## config.mk

```make
export PLATFORM = sky130hd
export DESIGN_NAME = dht11_responder
export DESIGN_NICKNAME = d
export VERILOG_FILES = /design/src/rtl/dht11_responder.sv
export SDC_FILE = /design/constraint.sdc
export NUM_CORES = 1
export LEC_CHECK = 0
export CAP_MARGIN = 20
export CORE_UTILIZATION = 41
export CTS_CLUSTER_DIAMETER = 40
export DETAILED_ROUTE_END_ITERATION = 6
export GPL_ROUTABILITY_DRIVEN = 0
export PLACE_DENSITY = 0.7
export SYNTH_ARGS = -nofsm -noshare
export SYNTH_HDL_FRONTEND = slang
export SYNTH_SLANG_ARGS = --single-unit
```

## constraint.sdc

```tcl
create_clock -name clock -period 4.4 [get_ports clock]
set_clock_uncertainty 0.15 [all_clocks]
set_input_delay 0.88 -clock clock [delete_from_list [all_inputs] [get_ports clock]]
set_output_delay 0.88 -clock clock [all_outputs]
set_load 0.02 [all_outputs]
```

## src/rtl/dht11_responder.sv

```systemverilog
// DHT11 sensor emulator: answers a host start pulse with the 40-bit humidity/temperature frame.
// Optional macro DHT_CHECKSUM_INV_EN adds inv_checksum, which sends an inverted checksum.
module dht11_responder #(
  parameter int CLK_FREQ_HZ  = 50_000_000,
  parameter int START_MIN_US = 18000
) (
  input  logic       clock,
  input  logic       reset_n,
  input  logic       dht_in,
  output logic       dht_oe,
  input  logic [7:0] hum_int,
  input  logic [7:0] hum_dec,
  input  logic [7:0] temp_int,
  input  logic [7:0] temp_dec,
`ifdef DHT_CHECKSUM_INV_EN
  input  logic       inv_checksum,
`endif
  output logic       busy,
  output logic       frame_done
);

  localparam int CYC_PER_US = CLK_FREQ_HZ / 1_000_000;
  localparam int PS_W       = (CYC_PER_US > 1) ? $clog2(CYC_PER_US) : 1;
  // Wide enough that the saturated start count always exceeds START_MIN_US.
  localparam int US_W       = ((START_MIN_US + 2) > 256) ? $clog2(START_MIN_US + 2) : 8;

  localparam logic [PS_W-1:0] PS_LAST     = PS_W'(CYC_PER_US - 1);
  localparam logic [US_W-1:0] START_MIN_C = US_W'(START_MIN_US);
  localparam logic [US_W-1:0] US_MAX      = {US_W{1'b1}};
  localparam logic [US_W-1:0] T_RESP_US   = US_W'(30);
  localparam logic [US_W-1:0] T_ACK_US    = US_W'(80);
  localparam logic [US_W-1:0] T_BITLOW_US = US_W'(50);
  localparam logic [US_W-1:0] T_ONE_US    = US_W'(70);
  localparam logic [US_W-1:0] T_ZERO_US   = US_W'(26);
  localparam logic [US_W-1:0] T_END_US    = US_W'(50);

  typedef enum logic [2:0] {
    IDLE      = 3'd0,
    START_DET = 3'd1,
    RESP_WAIT = 3'd2,
    ACK_LOW   = 3'd3,
    ACK_HIGH  = 3'd4,
    BIT_LOW   = 3'd5,
    BIT_HIGH  = 3'd6,
    END_LOW   = 3'd7
  } state_t;

  function automatic logic [7:0] dht_checksum(input logic [7:0] a, input logic [7:0] b,
                                              input logic [7:0] c, input logic [7:0] d);
    return a + b + c + d;
  endfunction

  state_t            state_q, state_d;
  logic [1:0]        sync_q;
  logic [PS_W-1:0]   ps_q, ps_d, ps_inc_s;
  logic [US_W-1:0]   us_q, us_d, us_inc_s, phase_len_s;
  logic [5:0]        bit_q, bit_d;
  logic [39:0]       shreg_q, shreg_d;
  logic              dht_oe_q, dht_oe_d;
  logic              busy_q, busy_d;
  logic              frame_done_q, frame_done_d;
  logic              line_s, us_tick_s, phase_end_s;
  logic [7:0]        sum_s, csum_s;

  assign line_s    = sync_q[1];
  assign us_tick_s = (ps_q == PS_LAST);
  assign sum_s     = dht_checksum(hum_int, hum_dec, temp_int, temp_dec);
`ifdef DHT_CHECKSUM_INV_EN
  assign csum_s    = inv_checksum ? ~sum_s : sum_s;
`else
  assign csum_s    = sum_s;
`endif

  // Length of the current timed phase in microseconds.
  always_comb begin
    phase_len_s = US_W'(1);
    case (state_q)
      RESP_WAIT: phase_len_s = T_RESP_US;
      ACK_LOW:   phase_len_s = T_ACK_US;
      ACK_HIGH:  phase_len_s = T_ACK_US;
      BIT_LOW:   phase_len_s = T_BITLOW_US;
      BIT_HIGH:  phase_len_s = shreg_q[39] ? T_ONE_US : T_ZERO_US;
      END_LOW:   phase_len_s = T_END_US;
      default:   phase_len_s = US_W'(1);
    endcase
  end

  assign phase_end_s = us_tick_s && (us_q == (phase_len_s - US_W'(1)));

  // Next-state, counters and registered-output decode.
  always_comb begin
    state_d      = state_q;
    bit_d        = bit_q;
    shreg_d      = shreg_q;
    frame_done_d = 1'b0;
    ps_inc_s     = us_tick_s ? {PS_W{1'b0}} : (ps_q + PS_W'(1));
    us_inc_s     = (us_tick_s && (us_q != US_MAX)) ? (us_q + US_W'(1)) : us_q;
    ps_d         = ps_inc_s;
    us_d         = us_inc_s;

    case (state_q)
      IDLE: begin
        if (!line_s) state_d = START_DET;
        else         state_d = IDLE;
      end
      START_DET: begin
        if (line_s) begin
          if (us_q >= START_MIN_C) begin
            state_d = RESP_WAIT;
            shreg_d = {hum_int, hum_dec, temp_int, temp_dec, csum_s};
            bit_d   = 6'd0;
          end else begin
            state_d = IDLE;
          end
        end else begin
          state_d = START_DET;
        end
      end
      RESP_WAIT: begin
        if (phase_end_s) state_d = ACK_LOW;
        else             state_d = RESP_WAIT;
      end
      ACK_LOW: begin
        if (phase_end_s) state_d = ACK_HIGH;
        else             state_d = ACK_LOW;
      end
      ACK_HIGH: begin
        if (phase_end_s) state_d = BIT_LOW;
        else             state_d = ACK_HIGH;
      end
      BIT_LOW: begin
        if (phase_end_s) state_d = BIT_HIGH;
        else             state_d = BIT_LOW;
      end
      BIT_HIGH: begin
        if (phase_end_s) begin
          if (bit_q == 6'd39) begin
            state_d = END_LOW;
          end else begin
            state_d = BIT_LOW;
            bit_d   = bit_q + 6'd1;
            shreg_d = {shreg_q[38:0], 1'b0};
          end
        end else begin
          state_d = BIT_HIGH;
        end
      end
      END_LOW: begin
        if (phase_end_s) begin
          state_d      = IDLE;
          frame_done_d = 1'b1;
        end else begin
          state_d      = END_LOW;
        end
      end
      default: state_d = IDLE;
    endcase

    // Every state entry restarts the microsecond timebase.
    if (state_d != state_q) begin
      ps_d = {PS_W{1'b0}};
      us_d = {US_W{1'b0}};
    end else begin
      ps_d = ps_inc_s;
      us_d = us_inc_s;
    end

    dht_oe_d = (state_d == ACK_LOW) || (state_d == BIT_LOW) || (state_d == END_LOW);
    busy_d   = (state_d != IDLE) && (state_d != START_DET);
  end

  // State, synchronizer, counters and output registers.
  always_ff @(posedge clock) begin
    if (!reset_n) begin
      state_q      <= IDLE;
      sync_q       <= 2'b00;
      ps_q         <= {PS_W{1'b0}};
      us_q         <= {US_W{1'b0}};
      bit_q        <= 6'd0;
      shreg_q      <= 40'd0;
      dht_oe_q     <= 1'b0;
      busy_q       <= 1'b0;
      frame_done_q <= 1'b0;
    end else begin
      state_q      <= state_d;
      sync_q       <= {sync_q[0], dht_in};
      ps_q         <= ps_d;
      us_q         <= us_d;
      bit_q        <= bit_d;
      shreg_q      <= shreg_d;
      dht_oe_q     <= dht_oe_d;
      busy_q       <= busy_d;
      frame_done_q <= frame_done_d;
    end
  end

  assign dht_oe     = dht_oe_q;
  assign busy       = busy_q;
  assign frame_done = frame_done_q;

endmodule

```

==> implementation parameters, run 1 <==
Parameter                              Value

Routing
  Wirelength per Cell    15.7 µm
  Number of vias after detailed routing    3746
  Post-route DRC    0
  Vias/cell    5.73
  Remaining number of nets flagged by the antenna check after routing    0
  Routed wire length    10200 µm
  Drt initial violations    212
  Number of optimization iterations in the first detailed-route pass    4

Clock tree
  CTS Buf Count    9
  Clock tree buffer depth    2
  Clock root cell    clkbuf_8
  Clock latency at the later pin of the worst-skew pair    0.37 ns
  Number of buffers inserted for hold repair after clock tree synthesis    0
  Number of clock sinks    75
  CTS tree    done
  CTS clock-pin slew for the worst setup and hold paths    0.08 ns
  Maximum level of the CTS H-tree    3

Worst setup path
  CP bufs+invs    1
  Max stage delay cell, worst path    dfxtp_1
  Setup CP Type    register to register
  Reg2reg path depth    12
  Most frequent cell on the critical path    ha_1
  Register-to-Register Setup Slack    0.39 ns
  Beginning of the critical path    state_q[1]$_SDFF_PN0_
  Critical path, cell by cell    nor2b_1, nor2_1, ha_1, nor3b_1, ha_1, xnor2_1, or4_1, a2111oi_4, and4b_1, a21o_1, buf_4, a211oi_1
  Worst setup EP type    register
  Worst r2r src    state_q[1]$_SDFF_PN0_
  Kind of cell adding the most delay to the critical path    simple AND/OR/NAND/NOR gates
  Arrival @ worst endpoint    4.09 ns
  Critical Path Source Type    register
  Biggest fanout along the worst timing path    12
  Required time reported for the critical path endpoint    4.48 ns
  Endpoint of the worst-slack reg-to-reg timing path    shreg_q[29]$_SDFFE_PN0P_
  Delay of the slowest cell on the worst path    0.47 ns

Logic synthesis
  Synth Area per Inst    9.28 µm²
  Ys async rst share    0%
  Dominant combinational cell family by area after synthesis    compound AO/OA/AOI/OAI gates
  Multiplexer share of the synthesized area    9.79%
  Basic-gate share of the synthesized area counting and, or, nand and nor cells    15.3%
  Cell count after synthesis    486
  Primary FF master, synth    dfxtp_1
  Post-synthesis share of cell area spent on full adders, half adders and majority gates    10.4%
  Post-synthesis net count    550
  Post-Synth XOR/XNOR Area    6.21%
  Mapped cell area    4510 µm²
  Flip-flop and latch count after synthesis    75
  Sequential element share of the synthesized area    33.3%
  Share of the synthesized area in compound gates (AO/OA/AOI/OAI)    20.2%
  Count of flip-flops with a built-in enable after synthesis    0
  Warnings, synthesis    0
  Unique cell type count in the Yosys netlist    54

STA
  Rel. slew slack    35.5%
  Final slew viol count    0
  Slew at the pin closest to its max-slew limit    0.942 ns
  Unrepaired setup endpoints after global routing    no
  Worst Slack Setup Final    0.390 ns
  Final TNS setup    0 ns
  Hold violation total from the final report    0
  Post-layout min period    4.01 ns
  Total setup violations reported at the end of the flow    0
  Post-route fraction of the period consumed by the critical path    91.1%
  Maximum clock frequency    249 MHz

Global route
  Global-route wire length before repair    17300 µm
  Number of global-route vias before repair    3719
  Initial antenna violation count    0
  Maximum number of pins on one net before global-route repair    47
  Total GRT Usage    19.1%
  Remaining global-route overflow    0

Min path
  Class of the tightest hold or removal check    register to register
  Destination of the worst hold path    sync_q[1]$_SDFF_PN0_
  Hold Path Origin    sync_q[0]$_SDFF_PN0_
  Hold Path Cell Cnt    1

Placement
  IO Port Bufs    37
  Cell area after placement    4980 µm²
  Dpl ws    0.158 ns
  Detailed placer's ending HPWL    7270 µm

Power
  Leakage power    2.06 nW
  Worst ir drop on vdd    211 µV
  Power density relative to cell area    291 nW/µm²
  Post-route total power    0.00152 W

Run status
  Outcome    completed

Finish
  Area of all placed cells without fillers    5230 µm²
  Final Net Count    577
  Area growth from synthesis to final layout    15.8%
  Multi-input gate area    2800 µm²
  Share of the core filled with cells in the final layout    49.7%
  Fill cell instance count of the final layout    936
  Share of post-route cells with drive strength above 1    7.34%
  Reg area    1500 µm²
  Ant diodes    0

Floorplan
  Floorplan die area    11400 µm²
  Starting density of the core    42.9%
  Height of the die    107 µm
  Floorplan die width    107 µm
  Top-level port count    38
  FP Rows    37
  Floorplan Core Area    10500 µm²

Flow run
  Number of max-cap violations    0
[synth_stat cells, types with 3 or more instances]
library cell	count	area share, %
mux2i_1	43	9.5
and2_1	4	0.55
ha_1	15	4.2
nor3_1	11	1.2
a211oi_1	68	11
nand3_1	14	1.6
buf_4	8	1.3
and3_1	9	1.2
fa_1	14	6.2
o21a_1	3	0.50
a21o_1	5	0.83
nand4_1	8	1.1
a21oi_1	15	1.7
o211ai_1	7	1.2
buf_2	6	0.67
o21ai_0	8	0.89
xnor2_1	21	4.1
or3_1	5	0.69
nor2b_1	4	0.55
o31ai_1	3	0.50
clkbuf_1	22	1.8
xor2_1	11	2.1
inv_1	11	0.92
or4_1	5	0.83
nor3b_1	4	0.67
dfxtp_1	75	33
nand2_1	25	2.1
a2111oi_0	3	0.58
nor2_1	30	2.5
[state kept, by name, indices dropped and copies added (netlist names), 2 cells and up]
signal and flops:
us_q 15, shreg_q 40, bit_q 6, sync_q 2
state_q 3, ps_q 6
[repair_timing]
item,4_1_cts,5_1_grt
endpoints found under the hold margin,0,0
gates resized for setup,0,1
setup buffers,0,4
setup endpoints to repair,0,23
[kinds of logic after synthesis]
logic type | count (synthesis)
simple gates | 132
compound gates | 125
flops | 75
buf+inv | 49
mux | 44
xor+xnor | 32
fa+ha+maj | 29
[cell usage in the layout (no fill, tap or decap), types with 7 or more instances in the layout]
cell and count:
ha_1 15, o211ai_1 7, dfxtp_1 74, fa_1 14
nor3_1 11, inv_1 11, a21oi_1 14, a211oi_1 68
nand3_1 14, nor2_1 30, and3_1 9, clkdlybuf4s50_1 37
o21ai_0 8, xor2_1 11, clkbuf_8 12, buf_4 16
nand2_1 24, mux2i_1 43, xnor2_1 21, nand4_1 8
[worst max-delay path by stage]
stage                     slack (ns)                       end  cells past startpoint
final                           0.39  shreg_q[29]$_SDFFE_PN0P_                     12
after global routing            0.12  shreg_q[28]$_SDFFE_PN0P_                     12
after CTS                       0.21     us_q[12]$_SDFFE_PP0P_                     11
after detailed placement        0.16   shreg_q[7]$_SDFFE_PN0P_                     12
after global placement          0.25   shreg_q[7]$_SDFFE_PN0P_                     12
after floorplan                 0.76  shreg_q[19]$_SDFFE_PN0P_                     16
[metal layers]
layer | vias to the layer above | part of all wire (%) | track usage (%)
li1 | 1852 | - | -
met1 | 1775 | 45 | 24.2
met2 | 99 | 47 | 30.6
met3 | 20 | 5.8 | 4.92
met4 | 0 | 2.0 | 8.22
met5 | - | 0 | 0
[final cells by class]
| cell class | instances | share of cell area [%] |
|---|---|---|
| multi-input cells | 362 | 53.6 |
| flip-flops and latches | 75 | 28.8 |
| repair buffers | 53 | 9.39 |
| well taps | 136 | 3.26 |
| clock buffers | 13 | 3.23 |
| clock inverters | 3 | 0.862 |
| inverters | 12 | 0.862 |
[per-stage QoR]
step / instances / hold WS, ns
after floorplan: 486 / 0.262
after global placement: 634 / 0.273
after detailed placement: 634 / 0.278
after CTS: 650 / 0.300
after global routing: 654 / 0.318
final: 654 / 0.294
[power by group]
part	switching (W)	total, W	internal (W)
sequential	0.00000317	0.000684	0.000681
combinational	0.000131	0.000267	0.000137
clock	0.000260	0.000568	0.000309
[worst reg2reg max path, delay by kind of cell (launching register included)]
kind / cells / cell delay (ns)
adder cells (fa/ha/maj): 2 / 0.59
AND/OR/NAND/NOR: 5 / 1.52
buffers and inverters: 1 / 0.26
AO/OA/AOI/OAI: 3 / 0.75
flip-flops: 1 / 0.47
XOR/XNOR: 1 / 0.12
(Power assumes the default switching activity.)
==> run 2: changes to the inputs <==
CAP_MARGIN = 0   (was 20)
GPL_ROUTABILITY_DRIVEN = default   (was 0)
==> results of run 2 <==
Same layout as run 1: the final DEF is identical, and so are final timing and power.
==> run 3: changes to the inputs <==
CORE_MARGIN = 3   (was default)
GPL_ROUTABILITY_DRIVEN = 0   (was default)
==> implementation parameters, run 3 (synthesized netlist as in run 1, its figures left out) <==
Parameter                              Value

Floorplan
  Floorplan die width    111 µm
  Floorplan die area    12300 µm²
  FP Rows    37
  Floorplan Core Area    10500 µm²
  Height of the die    111 µm
  Top-level port count    38
  Starting density of the core    42.9%

Worst setup path
  Beginning of the critical path    state_q[1]$_SDFF_PN0_
  Arrival @ worst endpoint    4.05 ns
  CP bufs+invs    1
  Setup CP Type    register to register
  Critical Path Source Type    register
  Biggest fanout along the worst timing path    23
  Required time reported for the critical path endpoint    4.50 ns
  Delay of the slowest cell on the worst path    0.47 ns
  Worst r2r src    state_q[1]$_SDFF_PN0_
  Critical path, cell by cell    or2_1, ha_1, nor3b_1, ha_1, xnor2_1, or4_1, a2111oi_4, and4b_1, buf_4, a211oi_1, a211oi_1
  Kind of cell adding the most delay to the critical path    simple AND/OR/NAND/NOR gates
  Max stage delay cell, worst path    dfxtp_1
  Worst setup EP type    register

Power
  Leakage power    2.05 nW
  Sequential power share    47.7%
  Power density relative to cell area    276 nW/µm²
  Power Internal    0.00104 W
  Clock network fraction of design power    33.5%
  Worst ir drop on vdd    151 µV
  Switching power summed over all nets    0.000397 W
  Switching part of the total    27.7%
  Combinational power share    18.8%

Finish
  Area growth from synthesis to final layout    14.9%
  Share of the core filled with cells in the final layout    49.3%
  Share of post-route cells with drive strength above 1    6.78%
  Final Net Count    576
  Commonest non-fill, non-tap cells in the layout    dfxtp_1 (75), a211oi_1 (68), mux2i_1 (43)
  Largest register FFs    40
  Fill cell instance count of the final layout    991
  Number of cells in the finished layout apart from fillers    652
  Largest registers ranked by flip-flop count    shreg_q (40), us_q (15)
  Register with the most flip-flops    shreg_q
  Most common cell after layout, fill and taps aside    dfxtp_1
  Ant diodes    0

Clock tree
  Clock latency at the later pin of the worst-skew pair    0.35 ns
  CTS Buf Count    9
  Buffers inserted during post-CTS setup optimization    0
  CTS clock-pin slew for the worst setup and hold paths    0.08 ns
  CTS tree    done
  Number of buffers inserted for hold repair after clock tree synthesis    0
  Clock root cell    clkbuf_8
  Number of clock sinks    75
  Maximum level of the CTS H-tree    3
  Clock tree buffer depth    2
  Count of cells resized by post-cts repair    0

Flow run
  Number of max-cap violations    0

Routing
  Number of optimization iterations in the first detailed-route pass    4
  Routed length on met3    430 µm
  Routed wire length on met2    5230 µm
  Vias/cell    5.85
  Post-route DRC    0
  Wirelength per Cell    16.6 µm
  Drt initial violations    211
  Remaining number of nets flagged by the antenna check after routing    0
  Number of vias after detailed routing    3811
  Highest layer used for signal routing    met4
  M1 WL    5060 µm
  Routed wire length    10800 µm

STA
  Hold violation total from the final report    0
  Total setup violations reported at the end of the flow    0
  Final TNS setup    0 ns
  Final slew viol count    0
  Unrepaired setup endpoints after global routing    no
  Post-route fraction of the period consumed by the critical path    89.7%
  Maximum clock frequency    253 MHz
  Slew at the pin closest to its max-slew limit    0.915 ns
  Post-layout min period    3.95 ns
  Worst Slack Setup Final    0.452 ns
  Rel. slew slack    37.4%

Global route
  Number of global-route vias before repair    3852
  Remaining global-route overflow    0
  Total GRT Usage    18.0%
  Initial antenna violation count    0
  Maximum number of pins on one net before global-route repair    43
  Global-route wire length before repair    18700 µm

Min path
  Class of the tightest hold or removal check    register to register
  Hold Path Origin    sync_q[0]$_SDFF_PN0_

Placement
  IO Port Bufs    37
  Dpl ws    0.133 ns
  Placed cell count    637
  Detailed placer's ending HPWL    7580 µm

Run status
  Outcome    completed
run 3: cell types whose count changed in the layout (fill, tap and decap cells not counted), sizes merged:
| cell | delta |
|---|---|
| clkinvlp | -2 |
| clkbuf | -2 |
| clkinv | +4 |
| buf | -1 |
| bufinv | -1 |
run 3: through the flow:
step | total power [W] | hold WS (ns) | area [µm²]
global route | 0.00151 | 0.333 | 5180
detailed placement | 0.000966 | 0.284 | 5010
finish | 0.00143 | 0.310 | 5180
global placement | 0.000961 | 0.274 | 5010
CTS | 0.00144 | 0.313 | 5180
floorplan | 0.000883 | 0.262 | 4510
run 3: layout make-up:
cell class	count	area [µm²]	share of cell area, %
clock inverter	4	27.5	0.531
clock buffer	11	141	2.73
sequential	75	1500	29.0
inverter	12	45.0	0.869
timing repair buffer	52	495	9.56
tap	136	170	3.28
multi-input combinational	362	2800	54.1
run 3: metal layers:
metal / track usage (%) / up-vias
li1: - / 1849
met1: 23.9 / 1872
met2: 29.8 / 75
met3: 3.55 / 15
met4: 4.84 / 0
met5: 0 / -
run 3: worst paths after layout:
path / end / slack [ns] / cells after the start
max: shreg_q[28]$_SDFFE_PN0P_ / 0.45 / 11
min: sync_q[1]$_SDFF_PN0_ / 0.31 / 1
max reg2reg: shreg_q[28]$_SDFFE_PN0P_ / 0.45 / 11
min reg2reg: sync_q[1]$_SDFF_PN0_ / 0.31 / 1
run 3: power by group through the flow:
stage                     clock, W  combinational, W  sequential, W
after floorplan                  0          0.000185       0.000699
after CTS                 0.000490          0.000269       0.000683
after global placement           0          0.000262       0.000699
after detailed placement         0          0.000267       0.000699
final                     0.000480          0.000270       0.000683
after global routing      0.000519          0.000302       0.000684
